**src/rtl/branch_issue_sched_pkg.sv**
```systemverilog
// Shared widths, tag/opcode encodings and the operand wakeup helper
// used by the branch reservation station.
package branch_issue_sched_pkg;

    localparam int DATA_W = 32;
    localparam int TAG_W  = 4;
    localparam int OP_W   = 5;

    localparam logic [TAG_W-1:0] TAG_FREE = '0;

    localparam logic [OP_W-1:0] NOP = 5'd0;
    localparam logic [OP_W-1:0] BEQ = 5'd1;
    localparam logic [OP_W-1:0] BNE = 5'd2;
    localparam logic [OP_W-1:0] BLT = 5'd3;
    localparam logic [OP_W-1:0] BGE = 5'd4;

    typedef struct packed {
        logic [TAG_W-1:0]  tag;
        logic [DATA_W-1:0] data;
    } opnd_t;

    // ALU broadcast wins over load/store when both carry the awaited tag
    function automatic opnd_t wake(
        input opnd_t             o,
        input logic              alu_en,
        input logic [TAG_W-1:0]  alu_tag,
        input logic [DATA_W-1:0] alu_data,
        input logic              ls_en,
        input logic [TAG_W-1:0]  ls_tag,
        input logic [DATA_W-1:0] ls_data
    );
        opnd_t r;
        r = o;
        if (o.tag != TAG_FREE) begin
            if (alu_en && alu_tag == o.tag) begin
                r.tag  = TAG_FREE;
                r.data = alu_data;
            end else if (ls_en && ls_tag == o.tag) begin
                r.tag  = TAG_FREE;
                r.data = ls_data;
            end
        end
        return r;
    endfunction

endpackage

```
**src/rtl/branch_issue_sched_entry.sv**
```systemverilog
// One reservation-station slot: operand storage, wakeup and readiness.
module brs_entry
    import branch_issue_sched_pkg::*;
(
    input  logic              clk,
    input  logic              rst,
    input  logic              rdy,
    input  logic              flush,
    input  logic              alloc,
    input  logic              clr,
    input  opnd_t             alloc_src0,
    input  opnd_t             alloc_src1,
    input  logic [OP_W-1:0]   alloc_op,
    input  logic [DATA_W-1:0] alloc_imm,
    input  logic [DATA_W-1:0] alloc_pc,
    input  logic              aluEn,
    input  logic [TAG_W-1:0]  aluTag,
    input  logic [DATA_W-1:0] aluData,
    input  logic              lsEn,
    input  logic [TAG_W-1:0]  lsTag,
    input  logic [DATA_W-1:0] lsData,
    output logic              valid,
    output logic              ready,
    output logic [DATA_W-1:0] src0_data,
    output logic [DATA_W-1:0] src1_data,
    output logic [OP_W-1:0]   op,
    output logic [DATA_W-1:0] imm,
    output logic [DATA_W-1:0] pc
);

    opnd_t src0_q, src1_q;
    opnd_t src0_w, src1_w;
    opnd_t new0_w, new1_w;

    assign src0_w = wake(src0_q, aluEn, aluTag, aluData,
                         lsEn, lsTag, lsData);
    assign src1_w = wake(src1_q, aluEn, aluTag, aluData,
                         lsEn, lsTag, lsData);
    assign new0_w = wake(alloc_src0, aluEn, aluTag, aluData,
                         lsEn, lsTag, lsData);
    assign new1_w = wake(alloc_src1, aluEn, aluTag, aluData,
                         lsEn, lsTag, lsData);

    assign ready = valid
                && src0_w.tag == TAG_FREE
                && src1_w.tag == TAG_FREE;
    assign src0_data = src0_w.data;
    assign src1_data = src1_w.data;

    always_ff @(posedge clk or posedge rst) begin
        if (rst) begin
            valid       <= 1'b0;
            src0_q.tag  <= TAG_FREE;
            src0_q.data <= '0;
            src1_q.tag  <= TAG_FREE;
            src1_q.data <= '0;
            op          <= NOP;
            imm         <= '0;
            pc          <= '0;
        end else if (rdy) begin
            if (flush) begin
                valid <= 1'b0;
            end else if (alloc) begin
                valid  <= 1'b1;
                src0_q <= new0_w;
                src1_q <= new1_w;
                op     <= alloc_op;
                imm    <= alloc_imm;
                pc     <= alloc_pc;
            end else begin
                src0_q <= src0_w;
                src1_q <= src1_w;
                if (clr)
                    valid <= 1'b0;
            end
        end
    end

endmodule

```
**src/rtl/branch_issue_sched.sv**
```systemverilog
// Branch reservation station: N slots, age-ordered oldest-ready select,
// one registered issue per cycle toward the branch execute unit.
module branch_issue_sched
    import branch_issue_sched_pkg::*;
#(
    parameter int N = 4
) (
    input  logic              clk,
    input  logic              rst,
    input  logic              rdy,
    input  logic              flush,
    input  logic              allocEn,
    input  logic [DATA_W-1:0] allocOpO,
    input  logic [DATA_W-1:0] allocOpT,
    input  logic [TAG_W-1:0]  allocTagO,
    input  logic [TAG_W-1:0]  allocTagT,
    input  logic [OP_W-1:0]   allocOp,
    input  logic [DATA_W-1:0] allocImm,
    input  logic [DATA_W-1:0] allocPC,
    input  logic              aluEn,
    input  logic [TAG_W-1:0]  aluTag,
    input  logic [DATA_W-1:0] aluData,
    input  logic              lsEn,
    input  logic [TAG_W-1:0]  lsTag,
    input  logic [DATA_W-1:0] lsData,
    output logic              full,
    output logic [2:0]        count,
    output logic              issueEn,
    output logic [DATA_W-1:0] issueOpO,
    output logic [DATA_W-1:0] issueOpT,
    output logic [DATA_W-1:0] issueImm,
    output logic [DATA_W-1:0] issuePC,
    output logic [OP_W-1:0]   issueOp
);

    logic [N-1:0]      valid, ready, sel, slot;
    logic [DATA_W-1:0] d0 [N];
    logic [DATA_W-1:0] d1 [N];
    logic [DATA_W-1:0] imm [N];
    logic [DATA_W-1:0] pc [N];
    logic [OP_W-1:0]   op [N];
    // age[i][j] set: entry j is older than entry i
    logic [N-1:0]      age [N];
    logic              do_alloc;
    opnd_t             new0, new1;

    logic [DATA_W-1:0] nxt_o, nxt_t, nxt_imm, nxt_pc;
    logic [OP_W-1:0]   nxt_op;

    assign full     = &valid;
    assign do_alloc = allocEn && !full && !flush;
    assign new0     = '{tag: allocTagO, data: allocOpO};
    assign new1     = '{tag: allocTagT, data: allocOpT};

    always_comb begin
        count = '0;
        for (int i = 0; i < N; i++)
            count = count + 3'(valid[i]);
    end

    always_comb begin
        slot = '0;
        for (int i = 0; i < N; i++)
            if (!valid[i] && slot == '0)
                slot[i] = do_alloc;
    end

    always_comb begin
        sel = '0;
        for (int i = 0; i < N; i++) begin
            sel[i] = ready[i];
            for (int j = 0; j < N; j++)
                if (j != i && ready[j] && age[i][j])
                    sel[i] = 1'b0;
        end
    end

    always_comb begin
        nxt_o   = '0;
        nxt_t   = '0;
        nxt_imm = '0;
        nxt_pc  = '0;
        nxt_op  = NOP;
        for (int i = 0; i < N; i++) begin
            if (sel[i]) begin
                nxt_o   = d0[i];
                nxt_t   = d1[i];
                nxt_imm = imm[i];
                nxt_pc  = pc[i];
                nxt_op  = op[i];
            end
        end
    end

    for (genvar g = 0; g < N; g++) begin : g_ent
        brs_entry u_ent (
            .clk(clk), .rst(rst), .rdy(rdy), .flush(flush),
            .alloc(slot[g]), .clr(sel[g]),
            .alloc_src0(new0), .alloc_src1(new1),
            .alloc_op(allocOp), .alloc_imm(allocImm),
            .alloc_pc(allocPC),
            .aluEn(aluEn), .aluTag(aluTag), .aluData(aluData),
            .lsEn(lsEn), .lsTag(lsTag), .lsData(lsData),
            .valid(valid[g]), .ready(ready[g]),
            .src0_data(d0[g]), .src1_data(d1[g]),
            .op(op[g]), .imm(imm[g]), .pc(pc[g])
        );
    end

    // a newly written row records every current entry as older;
    // its column is cleared so stale rows never outrank it
    always_ff @(posedge clk or posedge rst) begin
        if (rst) begin
            for (int i = 0; i < N; i++)
                age[i] <= '0;
        end else if (rdy && do_alloc) begin
            for (int i = 0; i < N; i++)
                age[i] <= slot[i] ? valid : (age[i] & ~slot);
        end
    end

    always_ff @(posedge clk or posedge rst) begin
        if (rst) begin
            issueEn  <= 1'b0;
            issueOpO <= '0;
            issueOpT <= '0;
            issueImm <= '0;
            issuePC  <= '0;
            issueOp  <= NOP;
        end else if (rdy) begin
            issueEn  <= !flush && |sel;
            issueOpO <= flush ? '0 : nxt_o;
            issueOpT <= flush ? '0 : nxt_t;
            issueImm <= flush ? '0 : nxt_imm;
            issuePC  <= flush ? '0 : nxt_pc;
            issueOp  <= flush ? NOP : nxt_op;
        end
    end

endmodule

```
**config.mk**
```make
export PLATFORM = sky130hd
export DESIGN_NAME = branch_issue_sched
export DESIGN_NICKNAME = d
export VERILOG_FILES = /design/src/rtl/branch_issue_sched_pkg.sv /design/src/rtl/branch_issue_sched_entry.sv /design/src/rtl/branch_issue_sched.sv
export SDC_FILE = /design/constraint.sdc
export NUM_CORES = 2
export LEC_CHECK = 0
export ABC_CLOCK_PERIOD_IN_PS = 21600
export CELL_PAD_IN_SITES_DETAIL_PLACEMENT = 0
export CELL_PAD_IN_SITES_GLOBAL_PLACEMENT = 1
export CORE_ASPECT_RATIO = 2
export CORE_MARGIN = 2
export CORE_UTILIZATION = 30
export CTS_CLUSTER_DIAMETER = 40
export DETAILED_ROUTE_END_ITERATION = 10
export PLACE_DENSITY = 0.61
export SYNTH_ARGS = -nofsm -noshare
export SYNTH_HDL_FRONTEND = slang
export SYNTH_SLANG_ARGS = --single-unit
```
**constraint.sdc**
```tcl
create_clock -name clk -period 21.6 [get_ports clk]
set_input_delay 2.16 -clock clk [delete_from_list [all_inputs] [get_ports clk]]
set_output_delay 2.16 -clock clk [all_outputs]
set_load 0.1 [all_outputs]
```
==> impl_metrics.yaml <==
status:
  status: "complete, no violations"
routing:
  antenna_left: 0
  wire_per_inst_um: 29.6
  vias: 37000
  vias_per_cell: 5.89
  drt-initial-drc-count: 3221
  drc: 0
  drt_pass1_iterations: 6
  drt-total-wl_um: 186000
power:
  sw_frac_of_total: 0.350
  seq_power_share: 0.368
  clockPowerShare: 0.363
  combPwrFrac: 0.269
  p_sw_mw: 1.71
  power.internal_mw: 3.18
  powerDensity_nw_per_um2: 103
  vdd_drop_max_mv: 0.0656
  power_leakage_nw: 19.8
clocking:
  clock-sinks: 714
  cts_buffers: 98
  cts-root-buf: "clkbuf_16"
  clk_pin_slew_ns: 0.06
  cts_htree_levels: 3
  cts_resized: 0
  cts_tree: "built"
  post_cts_buffers: 0
  cts_hold_buf: 0
  clk_latency_ns: 0.72
  clk_path_buf_depth: 3
final_layout:
  layout_common_cells: "905 x nand2_1, 714 x dfrtp_1, 353 x clkdlybuf4s50_1, 335 x o21ai_0, 322 x o22ai_1"
  drive_above_1_share: 0.121
  area_growth_pct: 21.5
  finalNetCount: 4711
  fin_area_um2: 47400
  final_common_cell: "nand2_1"
logic_synthesis:
  avgSynthCellArea_um2: 8.87
  synth_top_area_frac: 0.459
  synth_edf_count: 0
  synthesis.area_um2: 39000
  ys_ff_latch: 714
  yosysWarnings: 0
  syn_nets: 4619
  async_flop_share: 1.00
  synth_area_leader_cell: "dfrtp_1"
  synth_area_leaders: "dfrtp_1 46%, nand2_1 8.8%, mux2_2 6.3%"
  ys.flop_type: "dfrtp_1"
  ys_types: 71
  yosysSeqAreaShare: 0.459
  syn_inst: 4395
setup_path:
  cp-start-kind: "input pin"
  cp.arrival_ns: 7.84
  cp_slowest_cell: "clkdlybuf4s50_1"
  crit_family: "buffers and inverters"
  critPathMaxFanout: 55
  critPathMostFrequentCell: "buf_4"
  regToRegSetupSlack_ns: 16.34
  end_kind: "flop"
  r2r_start: "g_ent[1].u_ent.src0_q[32]"
  critPathRequiredTime_ns: 22.23
  critPathBufInv: 4
  crit_chain: "clkdlybuf4s50_1 -> xor2_1 -> nor4_4 -> buf_4 -> a211oi_2 -> nor3_4 -> nand3_4 -> a211oi_4 -> buf_4 -> buf_4 -> o21ai_1 -> o21ai_1"
  cp-startpoint: "aluTag[0]"
  cp_slowest_stage_delay_ns: 0.93
  critical_path_class: "in2reg"
sta:
  fin_skew_ns: 0.0369
  worstMarginPinSlew_ns: 1.25
  relSlewSlack: 0.166
  setup_violations: 0
  maxSlewViolCount: 0
  grt_setup_unrepaired: "no"
  fin_setup_tns_ns: 0
  final-hold-violation-count: 0
  fmax_mhz: 139
  min_period_ns: 7.21
  finalCritPeriodShare: 0.334
floorplan:
  rows: 187
  start_util: 0.301
  die-area_um2: 133000
  ioPinCount: 358
  die_h_um: 514
  die_width_um: 259
  coreArea_um2: 129000
global_routing:
  grt_overflow: 0
  antenna_found_initial: 10
  grt_pass1_wl_um: 269000
  grt_pass1_vias: 37700
  track_usage: 0.274
  grt_max_degree: 215
placement:
  post_dp_cell_area_um2: 43800
  post-dp-hpwl_um: 111000
  numPortBuffers: 357
  gp_congestion: 0.856
min_path:
  min-delay-start: "g_ent[0].u_ent.imm[5]"
  hold_class: "reg2reg"
run:
  cap_violations: 0
[power by group through the flow]
stage          Combinational [mW]  Clock, mW  Sequential, mW
2_1_floorplan               0.824          0            1.85
3_3_place_gp                 1.28          0            1.81
3_5_place_dp                 1.30          0            1.82
4_1_cts                      1.30       1.81            1.80
5_1_grt                      1.43       1.85            1.83
6_report                     1.32       1.78            1.80
[synthesized netlist by cell type, types with 16 or more instances]
cell        n
o221ai_1   33
o21a_1     16
buf_4      16
a21oi_1   226
o21ai_0   335
o211ai_1   63
nand3_1   120
a22oi_1   116
dfrtp_1   714
o22a_1    206
inv_1      23
o22ai_1   322
a22o_1     51
buf_2      42
xnor2_1    27
nor2_1    195
mux2_2    219
buf_1      74
nor3_1     22
mux2i_1    36
a211oi_1   34
a32o_1     18
xor2_1     47
nand2_1   910
o21ai_1    50
clkbuf_1  327
[layer usage]
metal / up-vias / GRT usage / routed length, µm
li1: 16200 / - / -
met1: 18500 / 0.307 / 68100
met2: 1728 / 0.462 / 88500
met3: 533 / 0.0600 / 14200
met4: 10 / 0.189 / 14700
met5: - / 0 / 64
[registers in the layout (all words and copies together) (netlist names)]
name                cells
issuePC                32
g_ent.u_ent.src0_q    144
issueOpO               32
g_ent.u_ent.op         20
g_ent.u_ent.src1_q    144
g_ent.u_ent.pc        128
g_ent.u_ent.valid       4
issueOpT               32
g_ent.u_ent.imm       128
issueEn                 1
issueImm               32
age                    12
issueOp                 5
[through the flow]
stage | setup slack [ns] | std cells | power [mW] | hold WS [ns] | utilization
after floorplan | 9.66 | 4395 | 2.67 | 0.438 | -
after global placement | 13.67 | 6088 | 3.09 | 0.452 | 0.339
after detailed placement | 13.65 | 6088 | 3.12 | 0.459 | 0.339
after CTS | 14.38 | 6269 | 4.90 | 0.475 | 0.366
after global routing | 14.06 | 6271 | 5.12 | 0.487 | 0.366
final | 14.39 | 6273 | 4.89 | 0.467 | 0.366
[tightest hold or removal path, stage by stage, from the launching register on]
cell and delay, ns:
dfrtp_1 0.34, nand2_1 0.05, nand2_1 0.05
[layout make-up]
| type | count | area [µm²] |
|---|---|---|
| clock inverter | 62 | 870 |
| timing repair buffer | 451 | 4290 |
| fill | 13100 | 82000 |
| inverter | 25 | 103 |
| antenna | 4 | 10.0 |
| multi-input combinational | 3197 | 19400 |
| clock buffer | 119 | 2670 |
| tap | 1701 | 2130 |
| sequential | 714 | 17900 |
[logic make-up after synthesis]
group / share of synthesized area
adder cells (fa/ha/maj): 0.00148
XOR/XNOR: 0.0166
flip-flops: 0.459
buffers and inverters: 0.0495
AO/OA/AOI/OAI: 0.264
multiplexers: 0.0728
AND/OR/NAND/NOR: 0.137
[path summary, 6_finish.rpt]
path / depth (start not counted) / endpoint
min reg2reg: 2 / g_ent[0].u_ent.imm[5]
min in group asynchronous: 2 / issueOpT[14]
max reg2reg: 11 / issuePC[1]
max in group asynchronous: 7 / issuePC[28]
max: 12 / issuePC[1]
min: 2 / g_ent[0].u_ent.imm[5]
No activity file was read; power rests on OpenSTA's default activity.
